<file path="src/rtl/mod_mixer.sv">
// Two-oscillator modulation stage for the DDS path.
// Combines osc0/osc1 into one OW-bit sample; AM runs on a shift-add multiplier.
`timescale 1ns/1ps

module mod_mixer #(
    parameter int W  = 12,
    parameter int OW = 16
) (
    input  logic          clk,
    input  logic          rst_n,
    input  logic          sample_en,
    input  logic [W-1:0]  osc0,
    input  logic [W-1:0]  osc1,
    input  logic [2:0]    mod_sel,
    output logic [OW-1:0] mod_out,
    output logic          out_valid,
    output logic          busy,
    output logic          overrun
);

    localparam int CW = (W > 1) ? $clog2(W) : 1;

    localparam logic [2:0] modeSum  = 3'b000;
    localparam logic [2:0] modeAm   = 3'b001;
    localparam logic [2:0] modeXor  = 3'b010;
    localparam logic [2:0] modeDiff = 3'b011;
    localparam logic [2:0] modePass = 3'b100;
    localparam logic [2:0] modeRing = 3'b101;

    typedef enum logic {
        IDLE,
        MUL
    } state_t;

    state_t state;
    state_t stateNext;

    logic [W-1:0]   opA;
    logic [W-1:0]   opB;
    logic [2*W-1:0] acc;
    logic [2*W-1:0] partial;
    logic [2*W-1:0] accNext;
    logic [CW-1:0]  cnt;
    logic           lastStep;
    logic           accept;

    logic [W:0]     sumFull;
    logic [W-1:0]   absDiff;
    logic [W-1:0]   ringVal;
    logic [OW-1:0]  directResult;

    assign accept   = sample_en && (state == IDLE);
    assign lastStep = (cnt == CW'(W - 1));

    // Non-AM result straight from the inputs; only used on the accept edge,
    // so the mode and operands are effectively latched with the result.
    always_comb begin
        sumFull      = {1'b0, osc0} + {1'b0, osc1};
        absDiff      = (osc0 >= osc1) ? (osc0 - osc1) : (osc1 - osc0);
        ringVal      = osc0 ^ {W{osc1[W-1]}};
        directResult = '0;
        case (mod_sel)
            modeSum:  directResult = OW'(sumFull) << (OW - W - 1);
            modeXor:  directResult = OW'(osc0 ^ osc1) << (OW - W);
            modeDiff: directResult = OW'(absDiff) << (OW - W);
            modePass: directResult = OW'(osc0) << (OW - W);
            modeRing: directResult = OW'(ringVal) << (OW - W);
            default:  directResult = '0;
        endcase
    end

    // One shift-add step: add the shifted multiplicand when the current
    // multiplier bit is set.
    always_comb begin
        partial = '0;
        if (opB[cnt]) begin
            partial = {{W{1'b0}}, opA} << cnt;
        end
        accNext = acc + partial;
    end

    // State register for the multiply sequencer.
    always_ff @(posedge clk) begin
        if (!rst_n) begin
            state <= IDLE;
        end else begin
            state <= stateNext;
        end
    end

    // Next-state and busy decode: MUL lasts exactly W cycles.
    always_comb begin
        stateNext = state;
        busy      = 1'b0;
        unique case (state)
            IDLE: begin
                if (sample_en && (mod_sel == modeAm)) begin
                    stateNext = MUL;
                end
            end
            MUL: begin
                busy = 1'b1;
                if (lastStep) begin
                    stateNext = IDLE;
                end
            end
        endcase
    end

    // Operand capture, multiply accumulation and output registers.
    always_ff @(posedge clk) begin
        if (!rst_n) begin
            opA       <= '0;
            opB       <= '0;
            acc       <= '0;
            cnt       <= '0;
            mod_out   <= '0;
            out_valid <= 1'b0;
            overrun   <= 1'b0;
        end else begin
            out_valid <= 1'b0;
            overrun   <= 1'b0;
            if (accept) begin
                opA <= osc0;
                opB <= osc1;
                acc <= '0;
                cnt <= '0;
                if (mod_sel != modeAm) begin
                    mod_out   <= directResult;
                    out_valid <= 1'b1;
                end
            end else if (state == MUL) begin
                acc <= accNext;
                cnt <= cnt + CW'(1);
                if (sample_en) begin
                    overrun <= 1'b1;
                end
                if (lastStep) begin
                    mod_out   <= accNext[2*W-1 -: OW];
                    out_valid <= 1'b1;
                end
            end
        end
    end

endmodule

</file>
<file path="config.mk">
export PLATFORM = sky130hd
export DESIGN_NAME = mod_mixer
export DESIGN_NICKNAME = d
export VERILOG_FILES = /design/src/rtl/mod_mixer.sv
export SDC_FILE = /design/constraint.sdc
export NUM_CORES = 1
export LEC_CHECK = 0
export ABC_AREA = 1
export CORE_ASPECT_RATIO = 1.1
export CORE_MARGIN = 10
export CORE_UTILIZATION = 50
export DETAILED_ROUTE_END_ITERATION = 8
export PLACE_DENSITY = 0.69
export SYNTH_ARGS = -nofsm -noshare
export SYNTH_HDL_FRONTEND = slang
export SYNTH_SLANG_ARGS = --single-unit
</file>
<file path="constraint.sdc">
create_clock -name clk -period 3.9 [get_ports clk]
set_input_delay 0.39 -clock clk [delete_from_list [all_inputs] [get_ports clk]]
set_output_delay 0.39 -clock clk [all_outputs]
set_load 0.03 [all_outputs]
</file>
==> results of run 1 <==
-- per-stage QoR --
stage,setup WS [ns],std cells,utilization
3_3_place_gp,0.2852,1438,0.5480
6_report,0.4221,1454,0.5695
3_5_place_dp,0.2886,1438,0.5480
2_1_floorplan,1.104,1232,-
4_1_cts,0.2711,1454,0.5689
5_1_grt,0.04044,1454,0.5695
-- cell families after synthesis --
logic type,Yosys count
compound gates,250
xor+xnor,21
fa+ha+maj,63
buf+inv,207
flops,71
mux,2
simple gates,618
-- registers in the layout, summed over array words and instances, names as in the netlist --
name and flops:
acc 24, mod_out 16, opA 12, opB 12
cnt 4, out_valid 1, overrun 1, state 1
-- layout by cell type, fill, tap and decap left out, types with 9 or more instances in the layout --
cell             Yosys  final
o21ai_1             12     12
nand3_1             89     89
nand4_1             17     17
clkdlybuf4s50_1      0     48
nand2_1            368    368
nor2_1             102    101
o21ai_0             92     92
dfxtp_1             71     70
clkbuf_16            0      9
xor2_1              16     16
o22ai_1             16     16
ha_1                59     59
a21oi_1             97     97
inv_1              153    153
-- cell usage after synthesis (all sizes together) --
master | count | share of area
a21boi | 1 | 0.0010
nand3b | 6 | 0.0062
buf | 21 | 0.018
dfxtp | 71 | 0.20
a31oi | 2 | 0.0017
nand2 | 376 | 0.20
o21ai | 110 | 0.079
a22oi | 1 | 0.0010
a21o | 3 | 0.0031
o2111ai | 1 | 0.0012
and2 | 4 | 0.0038
o221ai | 1 | 0.0012
o32ai | 1 | 0.0012
clkinv | 3 | 0.0015
o21bai | 5 | 0.0052
xnor2 | 5 | 0.0060
nor2 | 109 | 0.061
nand3 | 91 | 0.065
nor4 | 2 | 0.0017
xor2 | 16 | 0.019
or2 | 5 | 0.0043
ha | 59 | 0.10
inv | 163 | 0.085
mux2i | 2 | 0.0027
fa | 4 | 0.011
a211oi | 1 | 0.0010
nor3 | 8 | 0.0055
o31ai | 1 | 0.0010
o22ai | 16 | 0.014
o211ai | 8 | 0.0089
a21oi | 99 | 0.069
nand4 | 17 | 0.015
clkbuf | 20 | 0.010
-- critical path: stages (launching register included) --
cell     delay [ns]
dfxtp_2        0.49
inv_2          0.19
o21ai_0        0.12
o22ai_1        0.09
nand2_1        0.07
nand2_1        0.08
nand2_1        0.40
o22ai_1        0.22
ha_1           0.40
nand2_1        0.15
nor2_1         0.23
and2_1         0.20
nand4_1        0.18
nand4_1        0.16
nand2_1        0.08
a21oi_1        0.20
a21oi_2        0.08
-- how the worst max path moves through the flow --
| stage | slack (ns) | cells after the start | end | startpoint |
|---|---|---|---|---|
| 6_report | 0.42 | 16 | mod_out[11] | cnt[1] |
| 5_1_grt | 0.04 | 20 | mod_out[6] | cnt[1] |
| 4_1_cts | 0.27 | 16 | mod_out[11] | cnt[1] |
| 3_5_place_dp | 0.29 | 16 | mod_out[11] | cnt[1] |
| 3_3_place_gp | 0.29 | 16 | mod_out[11] | cnt[1] |
| 2_1_floorplan | 1.10 | 20 | mod_out[6] | cnt[2] |
-- cell type report --
class	count	area (µm²)
Sequential cell	71	1423
Fill cell	1540	6170
Inverter	166	630.6
Clock buffer	10	239.0
Multi-Input combinational cell	954	5036
Tap cell	192	240.2
Clock inverter	6	60.06
Timing Repair Buffer	55	533.0
-- metal layers --
metal	up-vias	wire (µm)	global-route usage
met5	-	0	0
met4	0	948	0.1094
met3	53	1039	0.03535
met2	220	13010	0.4656
met1	3608	10090	0.2809
li1	4054	-	-
-- power groups by stage --
stage	clock, mW	combinational [mW]	sequential, mW
global placement	0	0.621	0.799
floorplan	0	0.420	0.805
global route	0.893	0.701	0.786
finish	0.852	0.632	0.784
detailed placement	0	0.623	0.799
CTS	0.860	0.626	0.783
==> results.yml, run 1 <==
placed_design:
  place_congestion: 0.9964
  placed_area_um2: 7854
  dp_hpwl_um: 20350
  io_buffers: 48
pwr:
  p_seq_frac: 0.346
  combPwrFrac: 0.279
  sw_frac_of_total: 0.3483
  p_clk_frac: 0.376
  power.total_mw: 2.268
  max-vdd-ir-drop_uv: 213.7
  switchingPower_mw: 0.7900
  internal_power_mw: 1.478
  p_per_area_nw_per_um2: 277.9
  leakagePower_nw: 4.172
die:
  die_area_um2: 19800
  die_y_um: 146.6
  rows: 46
  die_x_um: 135.1
  io_pins: 49
  core_region_area_um2: 14330
  initial_core_util: 0.5081
min_path:
  holdPathEnd: "mod_out[2]"
  worstHoldPathCells: 2
  hold_start: "mod_out[2]"
  hp-class: "reg2reg"
timing:
  timing.final.crit_share: 0.8918
  period_minus_slack_ns: 3.478
  finalClockSkew_ns: 0.008039
  fmax_mhz: 287.5
  rsz0062_at_grt: "false"
  final-max-slew-violation-count: 0
  worst_pin_slew_ns: 0.6998
  whs_ns: 0.4650
  finalSetupViolCount: 0
  tns_ns: 0
  maxSlewHeadroom: 0.5328
  finalHoldViolCount: 0
clock_tree:
  h-tree-depth: 3
  numCtsBuffers: 9
  cts_setup_buffers: 0
  root_buffer: "clkbuf_16"
  cts.path.max_buffers: 2
  cts_tree: "yes"
  cts.repair.resized: 0
  clk_latency_ns: 0.35
  hold_buffers: 0
  clkTransAtPathRegs_ns: 0.06
  cts_num_sinks: 71
routing:
  num_vias: 7935
  drc: 0
  drt_first_pass_iters: 6
  wirelength_um: 25090
  ant_nets: 0
  wl_per_cell_um: 17.25
  drt_iter0_markers: 511
  viasPerCell: 5.457
global_route:
  overflow: 0
  grt_pass1_vias: 7711
  grt_antenna_before_repair: 0
  grt_first_pass_wirelength_um: 40270
  grt_max_degree: 41
  grt_usage: 0.2534
worst_setup_path:
  worstReg2RegStart: "cnt[1]"
  crit_required_ns: 4.13
  path_max_fanout: 19
  crit_path_start_kind: "register"
  path_class: "reg2reg"
  r2r_setup_slack_ns: 0.42
  r2r_cells: 16
  cp.arrival_ns: 3.71
  r2r-end: "mod_out[11]"
  worst_setup_path_end_kind: "register"
synthesis:
  ys_warn_count: 0
  synth_area_per_cell_um2: 5.911
  syn_area_um2: 7282
  synth.distinct_cells: 51
  synth-xor-area-share: 0.02526
  synth_top_family_by_area: "simple AND/OR/NAND/NOR gates"
  synth_compound_area_frac: 0.1881
  synth_adder_area_share: 0.1124
  synth_seq_area_share: 0.1952
  synth_mux_area_frac: 0.002749
  synth_seq_cells: 71
  synth_fp_nets: 1325
  syn_inst: 1232
  synthSimpleGateAreaFrac: 0.3610
finish:
  final_cell_area_um2: 8162
  area_growth_pct: 12.08
  nets: 1350
  diodes: 0
  drive_gt1_frac: 0.05151
run:
  drv_cap: 0
status:
  status: "complete, no violations"
No activity file was read; power rests on OpenSTA's default activity.
==> run 2: changes to the inputs <==
--- a/config.mk
+++ b/config.mk
@@ -11,6 +11,7 @@
 export CORE_UTILIZATION = 50
 export DETAILED_ROUTE_END_ITERATION = 8
 export PLACE_DENSITY = 0.69
+export SKIP_CTS_REPAIR_TIMING = 1
 export SYNTH_ARGS = -nofsm -noshare
 export SYNTH_HDL_FRONTEND = slang
 export SYNTH_SLANG_ARGS = --single-unit
==> results of run 2 <==
The final DEF is identical to that of run 1; final timing and power are the same.
==> run 3: changes to the inputs <==
==> constraint.sdc (replaced) <==
create_clock -name clk -period 3.8 [get_ports clk]
set_input_delay 0.38 -clock clk [delete_from_list [all_inputs] [get_ports clk]]
set_output_delay 0.38 -clock clk [all_outputs]
set_load 0.03 [all_outputs]
==> results.yml, run 3 (synthesized netlist as in run 1, its figures left out) <==
worst_setup_path:
  crit_required_ns: 4.03
  worst_setup_path_end_kind: "register"
  cp_cell_sequence: "clkinv_1, buf_4, nor2_1, nand2_1, o22ai_1, ha_1, nand2_1, nor2_1, and2_1, nand4_1, nand4_1, nand2_1, a21oi_1, a21oi_2"
  crit_path_start_kind: "register"
  cp.arrival_ns: 3.63
  path_max_fanout: 18
  critPathTopFamily: "simple AND/OR/NAND/NOR gates"
  cp_num_cells: 14
  max_stage_delay_ns: 0.61
  cpMostUsedCell: "nand2_1"
  path_class: "reg2reg"
  cpMaxStageDelayCell: "dfxtp_1"
  r2r_cells: 14
  crit_buf_inv: 2
global_route:
  use_met3: 0.03294
  grt_pass1_vias: 7719
  grt.busiest_layer: "met2"
  grt_antenna_before_repair: 0
  grt_max_degree: 36
  overflow: 0
  grt_use_met1: 0.2848
  grt_first_pass_wirelength_um: 40070
  use_met2: 0.4330
  grt_usage: 0.2512
clock_tree:
  cts_num_sinks: 71
  cts.path.max_buffers: 2
  numCtsBuffers: 9
  root_buffer: "clkbuf_16"
  cts_tree: "yes"
  clk_latency_ns: 0.36
  clkTransAtPathRegs_ns: 0.06
  h-tree-depth: 3
finish:
  final-seq-area_um2: 1421
  mostFrequentLayoutCell: "nand2_1"
  largest_register: "acc"
  nets: 1353
  area_growth_pct: 12.37
  fin_cells: 1457
  layout_common_cells: "nand2_1 (367), inv_1 (153), nor2_1 (101)"
  fill_cells: 1516
  final_cell_area_um2: 8183
  largest_register_ffs: 24
  largestRegisters: "acc (24), mod_out (16)"
  multi_input_area_um2: 5039
  diodes: 0
  drive_gt1_frac: 0.05375
timing:
  period_minus_slack_ns: 3.407
  finalClockSkew_ns: 0.01506
  timing.final.crit_share: 0.8965
  rsz0062_at_grt: "false"
  finalHoldViolCount: 0
  tns_ns: 0
  finalSetupViolCount: 0
  worst_pin_slew_ns: 0.6834
  final-max-slew-violation-count: 0
  fmax_mhz: 293.5
  maxSlewHeadroom: 0.5439
min_path:
  worstHoldPathCells: 2
  hp-class: "reg2reg"
routing:
  drt_first_pass_iters: 5
  drt_iter0_markers: 577
  wirelength_um: 24630
  drc: 0
  ant_nets: 0
  viasPerCell: 5.370
  wl_per_cell_um: 16.91
  num_vias: 7824
pwr:
  max-vdd-ir-drop_uv: 210.0
  power.total_mw: 2.321
  leakagePower_nw: 4.181
  p_per_area_nw_per_um2: 283.6
die:
  die_area_um2: 19800
  die_y_um: 146.6
  core_region_area_um2: 14330
  initial_core_util: 0.5081
  io_pins: 49
  die_x_um: 135.1
  rows: 46
placed_design:
  placed_area_um2: 7876
  dp_hpwl_um: 20120
  place_congestion: 0.9900
  placed_cells_incl_taps: 1441
  io_buffers: 48
status:
  status: "complete, no violations"
run:
  drv_cap: 0
==> run 3: changes by cell type in the layout (fill, tap and decap cells not counted) <==
cell | before | now
inv_6 | 1 | 2
dfxtp_2 | 1 | 0
clkinvlp_4 | 2 | 3
clkinv_2 | 3 | 2
nand2_2 | 5 | 6
buf_4 | 7 | 10
nand2_1 | 368 | 367
dfxtp_1 | 70 | 71
clkbuf_8 | 1 | 0
==> run 3: path summary, 6_finish.rpt <==
kind,from,endpoint,slack [ns]
max reg2reg,cnt[2],mod_out[11],0.39
max,cnt[2],mod_out[11],0.39
min reg2reg,mod_out[0],mod_out[0],0.47
min,mod_out[0],mod_out[0],0.47
==> run 3: cell type report <==
type                    count  share of cell area
well taps                 192             0.02936
flip-flops and latches     71              0.1737
clock buffers               9             0.02752
inverters                 166             0.07706
clock inverters             7            0.008716
multi-input cells         954              0.6157
repair buffers             58             0.06789
==> run 3: stage by stage <==
stage            util  setup slack [ns]  hold WS (ns)
2_1_floorplan       -             1.004        0.4453
3_3_place_gp   0.5496            0.2881        0.4515
3_5_place_dp   0.5496            0.2902        0.4555
4_1_cts        0.5703            0.2472        0.4657
5_1_grt        0.5710           0.02075        0.4943
6_report       0.5710            0.3931        0.4651
==> run 3: tightest hold or removal path: stages, from the launching register on <==
cell and delay (ns):
dfxtp_1 0.31, nand2_1 0.06, a21oi_1 0.05
==> run 3: power by group <==
| part | total [mW] | leakage, nW | internal [mW] | switching (mW) |
|---|---|---|---|---|
| registers | 0.803 | 0.580 | 0.777 | 0.0260 |
| logic | 0.648 | 3.46 | 0.219 | 0.429 |
| clock network | 0.869 | 0.138 | 0.508 | 0.361 |
==> run 3: routing by layer <==
metal,vias to the layer above,share of wire
li1,4053,-
met1,3492,0.42
met2,207,0.49
met3,72,0.037
met4,0,0.057
met5,-,0
